[config.mk]
export PLATFORM = sky130hd
export DESIGN_NAME = acc_loop_sequencer
export DESIGN_NICKNAME = d
export VERILOG_FILES = /design/src/rtl/acc_loop_sequencer_pkg.sv /design/src/rtl/acc_flag_delay.sv /design/src/rtl/acc_loop_sequencer.sv
export SDC_FILE = /design/constraint.sdc
export NUM_CORES = 1
export LEC_CHECK = 0
export CAP_MARGIN = 20
export CORE_MARGIN = 3
export CORE_UTILIZATION = 55
export DETAILED_ROUTE_END_ITERATION = 8
export PLACE_DENSITY = 0.77
export SLEW_MARGIN = 0
export SYNTH_ARGS = -nofsm -noshare
export SYNTH_HDL_FRONTEND = slang
export SYNTH_SLANG_ARGS = --single-unit
[constraint.sdc]
create_clock -name clk -period 3.9 [get_ports clk]
set_clock_uncertainty 0.05 [all_clocks]
set_input_delay 0.585 -clock clk [delete_from_list [all_inputs] [get_ports clk]]
set_output_delay 0.585 -clock clk [all_outputs]
set_load 0.02 [all_outputs]
[src/rtl/acc_loop_sequencer_pkg.sv]
// Shared definitions for the accumulator loop sequencer: FSM encoding,
// default pipeline/depth constants matching the accumulator, and the
// loop-flag bundle carried down the MAC-latency delay line.
package acc_loop_sequencer_pkg;

  // Partial-sum memory depth and MAC pipeline latency of the accumulator
  localparam int ACC_HEIGHT_NUM_DEF = 16;
  localparam int MAC_LAT_DEF        = 4;

  typedef enum logic [1:0] {
    ST_IDLE  = 2'd0,
    ST_RUN   = 2'd1,
    ST_DRAIN = 2'd2,
    ST_FIN   = 2'd3
  } state_t;

  // One issue beat's worth of loop flags, travelling with its valid
  typedef struct packed {
    logic vld;
    logic hle;
    logic alm;
    logic ahle;
  } flag_t;

  localparam int FLAG_W = $bits(flag_t);

endpackage

[src/rtl/acc_flag_delay.sv]
// Fixed-depth shift register that delays the loop-flag bundle by the MAC
// pipeline latency so the flags land alongside the partial-sum valid.
module acc_flag_delay
  import acc_loop_sequencer_pkg::*;
#(
  parameter int DEPTH = MAC_LAT_DEF,
  parameter int W     = FLAG_W
) (
  input  logic         clk,
  input  logic         rst_n,
  input  logic [W-1:0] din,
  output logic [W-1:0] dout
);

  logic [W-1:0] stage_p [DEPTH];

  // Shift one stage per cycle; reset empties every stage so no stale flag survives
  always_ff @(posedge clk or negedge rst_n) begin
    if (!rst_n) begin
      for (int i = 0; i < DEPTH; i++) stage_p[i] <= '0;
    end else begin
      stage_p[0] <= din;
      for (int i = 1; i < DEPTH; i++) stage_p[i] <= stage_p[i-1];
    end
  end

  assign dout = stage_p[DEPTH-1];

endmodule

[src/rtl/acc_loop_sequencer.sv]
// Accumulator loop sequencer: walks the height (inner), acc (middle) and
// output-tile (outer) loops, issues one MAC beat per loop point over a
// valid/ready handshake, delays the accumulator loop flags by MAC_LAT, and
// counts accumulator output beats to signal layer completion.
// Optional build macro ACC_LOOP_SEQ_PERF_EN adds saturating stall and busy
// cycle counters (perf_stall_cnt, perf_cycle_cnt).
module acc_loop_sequencer
  import acc_loop_sequencer_pkg::*;
#(
  parameter int MAC_LAT        = MAC_LAT_DEF,
  parameter int ACC_HEIGHT_NUM = ACC_HEIGHT_NUM_DEF,
  parameter int HW             = $clog2(ACC_HEIGHT_NUM + 1),
  parameter int AW             = 8,
  parameter int OW             = 8
) (
  input  logic          clk,
  input  logic          rst_n,
  input  logic          start,
  input  logic [HW-1:0] cfg_height,
  input  logic [AW-1:0] cfg_acc_num,
  input  logic [OW-1:0] cfg_tile_num,
  output logic          iss_vld,
  input  logic          iss_rdy,
  output logic [HW-1:0] iss_h,
  output logic [AW-1:0] iss_a,
  output logic [OW-1:0] iss_o,
  output logic          psum_vld,
  output logic          height_loop_end,
  output logic          acc_loop_max,
  output logic          acc_and_height_loop_end,
  input  logic          acc_out_vld,
  output logic          busy,
  output logic          done,
`ifdef ACC_LOOP_SEQ_PERF_EN
  output logic          cfg_err,
  output logic [31:0]   perf_stall_cnt,
  output logic [31:0]   perf_cycle_cnt
`else
  output logic          cfg_err
`endif
);

  localparam int            CW           = HW + OW;
  localparam logic [HW-1:0] HEIGHT_LIMIT = HW'(ACC_HEIGHT_NUM);

  state_t        state, state_nxt;
  logic [HW-1:0] h_last;
  logic [AW-1:0] a_last;
  logic [OW-1:0] o_last;
  logic [CW-1:0] exp_total, out_cnt, out_cnt_nxt;
  logic          cfg_bad, start_ok, fire;
  logic          h_end, a_end, o_end, last_fire;
  flag_t         flag_p0, flag_pl;
  logic [FLAG_W-1:0] flag_dly;

  assign cfg_bad = (cfg_height == '0) || (cfg_height > HEIGHT_LIMIT) ||
                   (cfg_acc_num == '0) || (cfg_tile_num == '0);
  assign start_ok    = (state == ST_IDLE) && start && !cfg_bad;
  assign fire        = iss_vld && iss_rdy;
  assign h_end       = (iss_h == h_last);
  assign a_end       = (iss_a == a_last);
  assign o_end       = (iss_o == o_last);
  assign last_fire   = fire && h_end && a_end && o_end;
  assign out_cnt_nxt = out_cnt + CW'(acc_out_vld && busy);

  // State register
  always_ff @(posedge clk or negedge rst_n) begin
    if (!rst_n) state <= ST_IDLE;
    else        state <= state_nxt;
  end

  // Next-state: DRAIN also looks at this cycle's output beat so done follows it by one cycle
  always_comb begin
    state_nxt = state;
    case (state)
      ST_IDLE:  if (start_ok) state_nxt = ST_RUN;
      ST_RUN:   if (last_fire) state_nxt = ST_DRAIN;
      ST_DRAIN: if (out_cnt_nxt >= exp_total) state_nxt = ST_FIN;
      ST_FIN:   state_nxt = ST_IDLE;
      default:  state_nxt = ST_IDLE;
    endcase
  end

  // Moore outputs decoded from the state
  always_comb begin
    iss_vld = 1'b0;
    busy    = 1'b0;
    done    = 1'b0;
    case (state)
      ST_RUN:   begin iss_vld = 1'b1; busy = 1'b1; end
      ST_DRAIN: busy = 1'b1;
      ST_FIN:   done = 1'b1;
      default:  ;
    endcase
  end

  // Latch loop limits and the expected output-beat total on any start seen in IDLE
  always_ff @(posedge clk or negedge rst_n) begin
    if (!rst_n) begin
      h_last    <= '0;
      a_last    <= '0;
      o_last    <= '0;
      exp_total <= '0;
    end else if ((state == ST_IDLE) && start) begin
      h_last    <= cfg_height - HW'(1);
      a_last    <= cfg_acc_num - AW'(1);
      o_last    <= cfg_tile_num - OW'(1);
      exp_total <= CW'(cfg_height) * CW'(cfg_tile_num);
    end
  end

  // Rejected start: one-cycle error pulse
  always_ff @(posedge clk or negedge rst_n) begin
    if (!rst_n) cfg_err <= 1'b0;
    else        cfg_err <= (state == ST_IDLE) && start && cfg_bad;
  end

  // Nested loop counters, h innermost; the final point wraps everything back to zero
  always_ff @(posedge clk or negedge rst_n) begin
    if (!rst_n) begin
      iss_h <= '0;
      iss_a <= '0;
      iss_o <= '0;
    end else if (start_ok) begin
      iss_h <= '0;
      iss_a <= '0;
      iss_o <= '0;
    end else if (fire) begin
      if (h_end) begin
        iss_h <= '0;
        if (a_end) begin
          iss_a <= '0;
          iss_o <= o_end ? '0 : iss_o + OW'(1);
        end else begin
          iss_a <= iss_a + AW'(1);
        end
      end else begin
        iss_h <= iss_h + HW'(1);
      end
    end
  end

  // Accumulator output beats seen while busy
  always_ff @(posedge clk or negedge rst_n) begin
    if (!rst_n)        out_cnt <= '0;
    else if (start_ok) out_cnt <= '0;
    else               out_cnt <= out_cnt_nxt;
  end

  // ---- stage p0: flags of the beat firing this cycle ----
  always_comb begin
    flag_p0      = '0;
    flag_p0.vld  = fire;
    flag_p0.hle  = h_end;
    flag_p0.alm  = a_end;
    flag_p0.ahle = h_end && a_end;
  end

  acc_flag_delay #(
    .DEPTH (MAC_LAT),
    .W     (FLAG_W)
  ) u_flag_delay (
    .clk   (clk),
    .rst_n (rst_n),
    .din   (flag_p0),
    .dout  (flag_dly)
  );

  // ---- stage p<MAC_LAT>: flags aligned with the partial-sum valid ----
  assign flag_pl                 = flag_dly;
  assign psum_vld                = flag_pl.vld;
  assign height_loop_end         = flag_pl.hle  && flag_pl.vld;
  assign acc_loop_max            = flag_pl.alm  && flag_pl.vld;
  assign acc_and_height_loop_end = flag_pl.ahle && flag_pl.vld;

`ifdef ACC_LOOP_SEQ_PERF_EN
  // Saturating stall / busy cycle counters, cleared on an accepted start
  always_ff @(posedge clk or negedge rst_n) begin
    if (!rst_n) begin
      perf_stall_cnt <= '0;
      perf_cycle_cnt <= '0;
    end else if (start_ok) begin
      perf_stall_cnt <= '0;
      perf_cycle_cnt <= '0;
    end else begin
      if (iss_vld && !iss_rdy && (perf_stall_cnt != '1))
        perf_stall_cnt <= perf_stall_cnt + 32'd1;
      if (busy && (perf_cycle_cnt != '1))
        perf_cycle_cnt <= perf_cycle_cnt + 32'd1;
    end
  end
`endif

endmodule

* Yosys cells after proc, flatten, opt, wreduce, memory -nomap -nowiden
Index checks and enable logic that the tools add are counted.
Word-level totals: register bits after elaboration 87, input port bits 26, output and inout bits 29, word-level logic and storage cells 80
Cells by class: add/sub/neg operators 7, $mul 1, $lt $le $gt $ge 2, eq/ne operators 9, muxes and demuxes 20, reductions and logical operators 27
Operators by type and width (count):
- $mux W8 | 9
- $add A8 B1 Y8 const B | 2
- $eq A8 B8 Y1 | 2
- $logic_not A8 Y1 | 2
- $sub A8 B1 Y8 const B | 2
- $mux W5 | 3
- $add A13 B1 Y13 | 1
- $ge A13 B13 Y1 | 1
- $mul A5 B8 Y13 | 1
- $mux W13 | 1
- $logic_and A1 B1 Y1 | 12
- $pmux W2 S4 | 1
- $mux W2 | 3
- $ne A2 B2 Y1 const B | 3
- $reduce_and A3 Y1 | 2
- $reduce_bool A2 Y1 | 3
- $add A5 B1 Y5 const B | 1
- $eq A5 B5 Y1 | 1
- $gt A5 B5 Y1 const B | 1
- $logic_not A5 Y1 | 1
- $sub A5 B1 Y5 const B | 1
- $eq A2 B2 Y1 const B | 2
- $logic_or A1 B1 Y1 | 3
- $mux W1 | 3
- 5 further kinds | 5

* Longest topological paths before layout
Gate-level depths: netlist of run 1.
depth in word-level cells 8, depth in mapped cells 16, gate-level depth less buffers 15

* Cells and area by module
From an unflattened synthesis of run 1, not the netlist that was laid out.
Second synthesis, totals: cells, all modules 600, area total of the unflattened synthesis 5771.8 um2
By module, submodules not included:
- acc_loop_sequencer | instances 1, cells an instance 580, area an instance 5341.4 um2, sequential area each 1776.7 um2
- acc_flag_delay | instances 1, cells an instance 20, area an instance 430.4 um2, sequential area each 400.4 um2

* Least setup slack after synthesis of run 1
OpenSTA, ideal clock, no wires.
path kind in2reg, start input port cfg_height[4], end register exp_total[9], data arrival time 3.898 ns, slack -0.117 ns, stages on the path 12, path buffers 1, path through clkbuf_1 -> nand2_1 -> fa_1 -> fa_1 -> fa_1 -> inv_1 -> ha_1 -> a21oi_1 -> o21bai_1 -> a211oi_1 -> or4b_2 -> nand3_1
Between the ends: cells in the longest elaborated chain, start to end 1
RTL lines:
- start, declared | RTL line acc_loop_sequencer.sv:19 | input logic [HW-1:0] cfg_height,
- $mul A5 B8 Y13 | RTL line acc_loop_sequencer.sv:108 | exp_total <= CW'(cfg_height) * CW'(cfg_tile_num);
- end signal, assigned | RTL line acc_loop_sequencer.sv:108
- end, declared | RTL line acc_loop_sequencer.sv:50 | logic [CW-1:0] exp_total, out_cnt, out_cnt_nxt;
Every way passes these cells. A chain may end at the register's enable or synchronous reset.

* Worst setup path after layout of run 1
start input port cfg_tile_num[0], end register exp_total[9]
Between the ends: cells in the longest elaborated chain, start to end 1
RTL lines:
- start, declared | RTL line acc_loop_sequencer.sv:21 | input logic [OW-1:0] cfg_tile_num,
- $mul A5 B8 Y13 | RTL line acc_loop_sequencer.sv:108
Every way passes these cells.

==> results of run 1 <==
worst register-to-register path, delay by kind of cell (launching register included):
| kind | cells | cell delay, ns |
|---|---|---|
| AO/OA/AOI/OAI | 4 | 0.65 |
| XOR/XNOR | 1 | 0.29 |
| adder cells (fa/ha/maj) | 3 | 0.83 |
| buffers and inverters | 1 | 0.10 |
| flip-flops | 1 | 0.39 |
| multiplexers | 1 | 0.34 |
| AND/OR/NAND/NOR | 5 | 0.81 |
worst min-delay path by stage:
| stage | end | cells past startpoint |
|---|---|---|
| 2_1_floorplan | a_last[0]$_DFFE_PN0P_ | 0 |
| 3_3_place_gp | u_flag_delay.stage_p[6]$_DFF_PN0_ | 0 |
| 3_5_place_dp | u_flag_delay.dout[3]$_DFF_PN0_ | 0 |
| 4_1_cts | u_flag_delay.stage_p[4]$_DFF_PN0_ | 0 |
| 5_1_grt | u_flag_delay.stage_p[4]$_DFF_PN0_ | 0 |
| 6_report | u_flag_delay.stage_p[6]$_DFF_PN0_ | 0 |
layout make-up:
cell class | count | area share [%]
repair buffers | 91 | 12.2
multi-input cells | 439 | 48.2
clock buffers | 9 | 1.80
well taps | 133 | 2.41
flip-flops and latches | 87 | 31.6
clock inverters | 7 | 0.889
inverters | 52 | 2.83
logic make-up after synthesis:
| group | count (synthesis) | synth area share, % |
|---|---|---|
| AOI/OAI and AO/OA | 100 | 10.5 |
| xor gates and xnor gates | 61 | 9.37 |
| adders and majority gates | 68 | 17.3 |
| buffers and inverters | 74 | 5.03 |
| DFF | 87 | 38.2 |
| muxes | 8 | 1.49 |
| and+or+nand+nor | 202 | 18.1 |
report_power, final:
part	switching, mW	internal [mW]	leakage [nW]
combinational	0.823	0.755	2.07
sequential	0.201	1.16	1.15
clock	0.353	0.246	0.0945
layer usage:
layer | up-vias | global-route usage, % | share of wire [%] | routed length (µm)
li1 | 2175 | - | - | -
met2 | 112 | 35.9 | 49 | 5710
met1 | 2133 | 28.6 | 45 | 5220
met4 | 0 | 7.66 | 1.7 | 203
met3 | 16 | 3.78 | 4.6 | 539
met5 | - | 0 | 0 | 0
flip-flops by register name, indices dropped and copies added (netlist names):
signal and cells:
iss_h 5, out_cnt 13, exp_total 13, h_last 5, cfg_err 1, iss_a 8, o_last 8, u_flag_delay.stage_p 12
a_last 8, iss_o 8, u_flag_delay.dout 4, state 2
timing repair:
item,CTS,global route
pin swaps,5,8
endpoints found under the setup margin,6,7
gates resized for setup,9,13
hold buffers,0,1
endpoints found under the hold margin,0,11
layout by cell type, fill, tap and decap left out, types with 3 or more instances in the layout:
cell type / instances
fa_1: 18
mux2i_1: 4
clkbuf_8: 9
or3_1: 3
and2_4: 6
and4b_1: 3
ha_4: 3
buf_4: 36
xnor2_1: 42
clkdlybuf4s50_1: 46
dfrtp_1: 87
and3_1: 7
nand4_1: 9
a21o_1: 4
nand2_1: 72
nor3b_1: 7
a21oi_1: 12
nor2_1: 21
o21ai_0: 33
inv_1: 51
nor3_1: 15
dlymetal6s2s_1: 4
a31oi_1: 4
o21ai_1: 18
and2_1: 24
o21a_1: 10
ha_1: 47
dlygate4sd2_1: 3
inv_6: 3
nand2b_1: 6
nand3_1: 14
o31ai_1: 3
mux2_2: 4
xor2_1: 19
nor2b_1: 5
stage by stage:
step | cells | area, µm² | setup slack, ns
2_1_floorplan | 600 | 5740 | 0.000214
3_3_place_gp | 799 | 6600 | -0.376
3_5_place_dp | 799 | 6600 | -0.520
4_1_cts | 815 | 6800 | -0.00568
5_1_grt | 818 | 6900 | -0.0240
6_report | 818 | 6900 | 0.0574
==> summary.txt, run 1 <==
Run status
  – Status: complete, no violations

Yosys
  – EDFF count, synth: 0
  – Most frequent cell after synthesis: dfrtp_1
  – Syn_nets: about 700
  – Distinct cells, synth: 46
  – Largest cells by area after synthesis: dfrtp_1 (38%), ha_1 (11%), xnor2_1 (6.5%)
  – Register area share after synthesis: 38.2%
  – Synthesized flop and latch total: 87
  – Synthesized area: between 5000 and 6000 µm²
  – Synth Instances: 600
  – Area leader, netlist: dfrtp_1
  – Top_reg_cell synth: dfrtp_1
  – Post-synth top area share: 38.2%
  – Avg Cell Area, Syn: around 9.5 µm²
  – Synth top cells by count: dfrtp_1 (87), nand2_1 (73), inv_1 (52), ha_1 (50), xnor2_1 (42)
  – Share of flip-flops with an asynchronous set or reset: 100%
  – Yosys warnings: 0

Global route
  – Pin count of the biggest net entering global routing: 88
  – GR Util All Layers: 21.6%
  – First-pass GRT wire length: around 20000 µm
  – Initial antenna violation count: 0
  – Overflow after GRT: 0
  – Vias in the first global route: roughly 4500

STA
  – Final Hold Fails: 0
  – RSZ-0062 raised after global routing: yes
  – Fmax: 260 MHz
  – Worst Tran Pin Value: 0.669 ns
  – Fin. max-slew vios: 0
  – Final Cycle Share: a little under 100%
  – Setup violations, final: 0
  – Crit path time final: 3.84 ns
  – Min Hold Slack: 0.305 ns
  – Setup TNS: 0 ns
  – Slew margin rel.: 55.4%

Final layout
  – Multi-input combinational cell area: 3330 µm²
  – Antenna Cells: 0
  – Final Util: a little over two thirds
  – Area Overhead vs Synth: 21.0%
  – Layout cells sized above 1: between 10% and 20%
  – Reg area: 2180 µm²
  – Final-layout fill cell count: between 700 and 800
  – Fin nets: between 700 and 800

Run
  – Max-cap violations: 0

Floorplan
  – Core area: 9910 µm²
  – # IOs: 55
  – Number of core rows: 36
  – Chip Width: 108 µm
  – Chip height: 108 µm
  – Initial Utilization: 57.5%
  – Die ar.: ~12000 µm²

Setup path
  – Cell family with most CP delay: adder cells
  – Critical-path top delay cell: or4b_2
  – WP buf/inv: 2
  – Crit path DAT: 4.09 ns
  – R2R setup slack: between 0.3 and 0.4 ns
  – WP data required: a little over 4 ns
  – FF-to-FF End: state[1]$_DFFE_PN0P_
  – R2r startpoint: state[0]$_DFFE_PN0P_
  – Crit end category: flip-flop
  – Critical Setup Path Class: input pin to flip-flop
  – Reg2reg path depth: 15
  – Worst stage delay on the critical path: between 0.6 and 0.7 ns
  – CP endpoint: exp_total[9]$_DFFE_PN0P_
  – Worst setup path start: cfg_tile_num[0]
  – Most frequent CP cell: fa_1
  – Ordered cell list for the critical path: clkdlybuf4s50_1 -> nand2_1 -> fa_1 -> fa_1 -> fa_1 -> inv_1 -> ha_4 -> a21oi_2 -> o21bai_2 -> a211oi_2 -> or4b_2 -> nand3_2
  – Startpoint Class: input pin
  – Crit-path max FO: 3
  – Critical path depth: 12

Clocking
  – Worst-skew pair later-pin latency: 0.36 ns
  – Postcts setup bufs: 0
  – CTS tree: done
  – Clock Sinks: 87
  – H-tree depth: 3
  – Reg clk slew, reported paths: 0.09 ns
  – CTS root buf: clkbuf_8
  – Num CTS Buffers: 9
  – Clk buf depth: 2

Route
  – Via density: 5.42
  – WL/cell: 14.3 µm
  – Remaining antenna violation count after routing: 0
  – Vias: 4436
  – Initial DRC Count: 199
  – Post-Route WL: 11700 µm
  – DRT Pass-1 Iters: 5
  – DR DRC count: 0

Power
  – Power Dens Cells: 513 nW/µm²
  – Overall power: 3.54 mW
  – Leakage power: 3.31 nW
  – Peak supply drop: 0.355 mV

Min path
  – Worst hold path class: flip-flop to flip-flop
  – Min-delay src: u_flag_delay.stage_p[10]$_DFF_PN0_

Placed design
  – Number of I/O port buffers: 54
  – GP Congestion: 0.919
  – Post-DP HPWL: 8970 µm
(Power assumes the default switching activity.)
==> run 2: changes to the inputs <==
CTS_BUF_LIST = sky130_fd_sc_hd__clkbuf_8   (was not set)
==> results of run 2 <==
Final layout, timing and power as in run 1 (identical DEF).
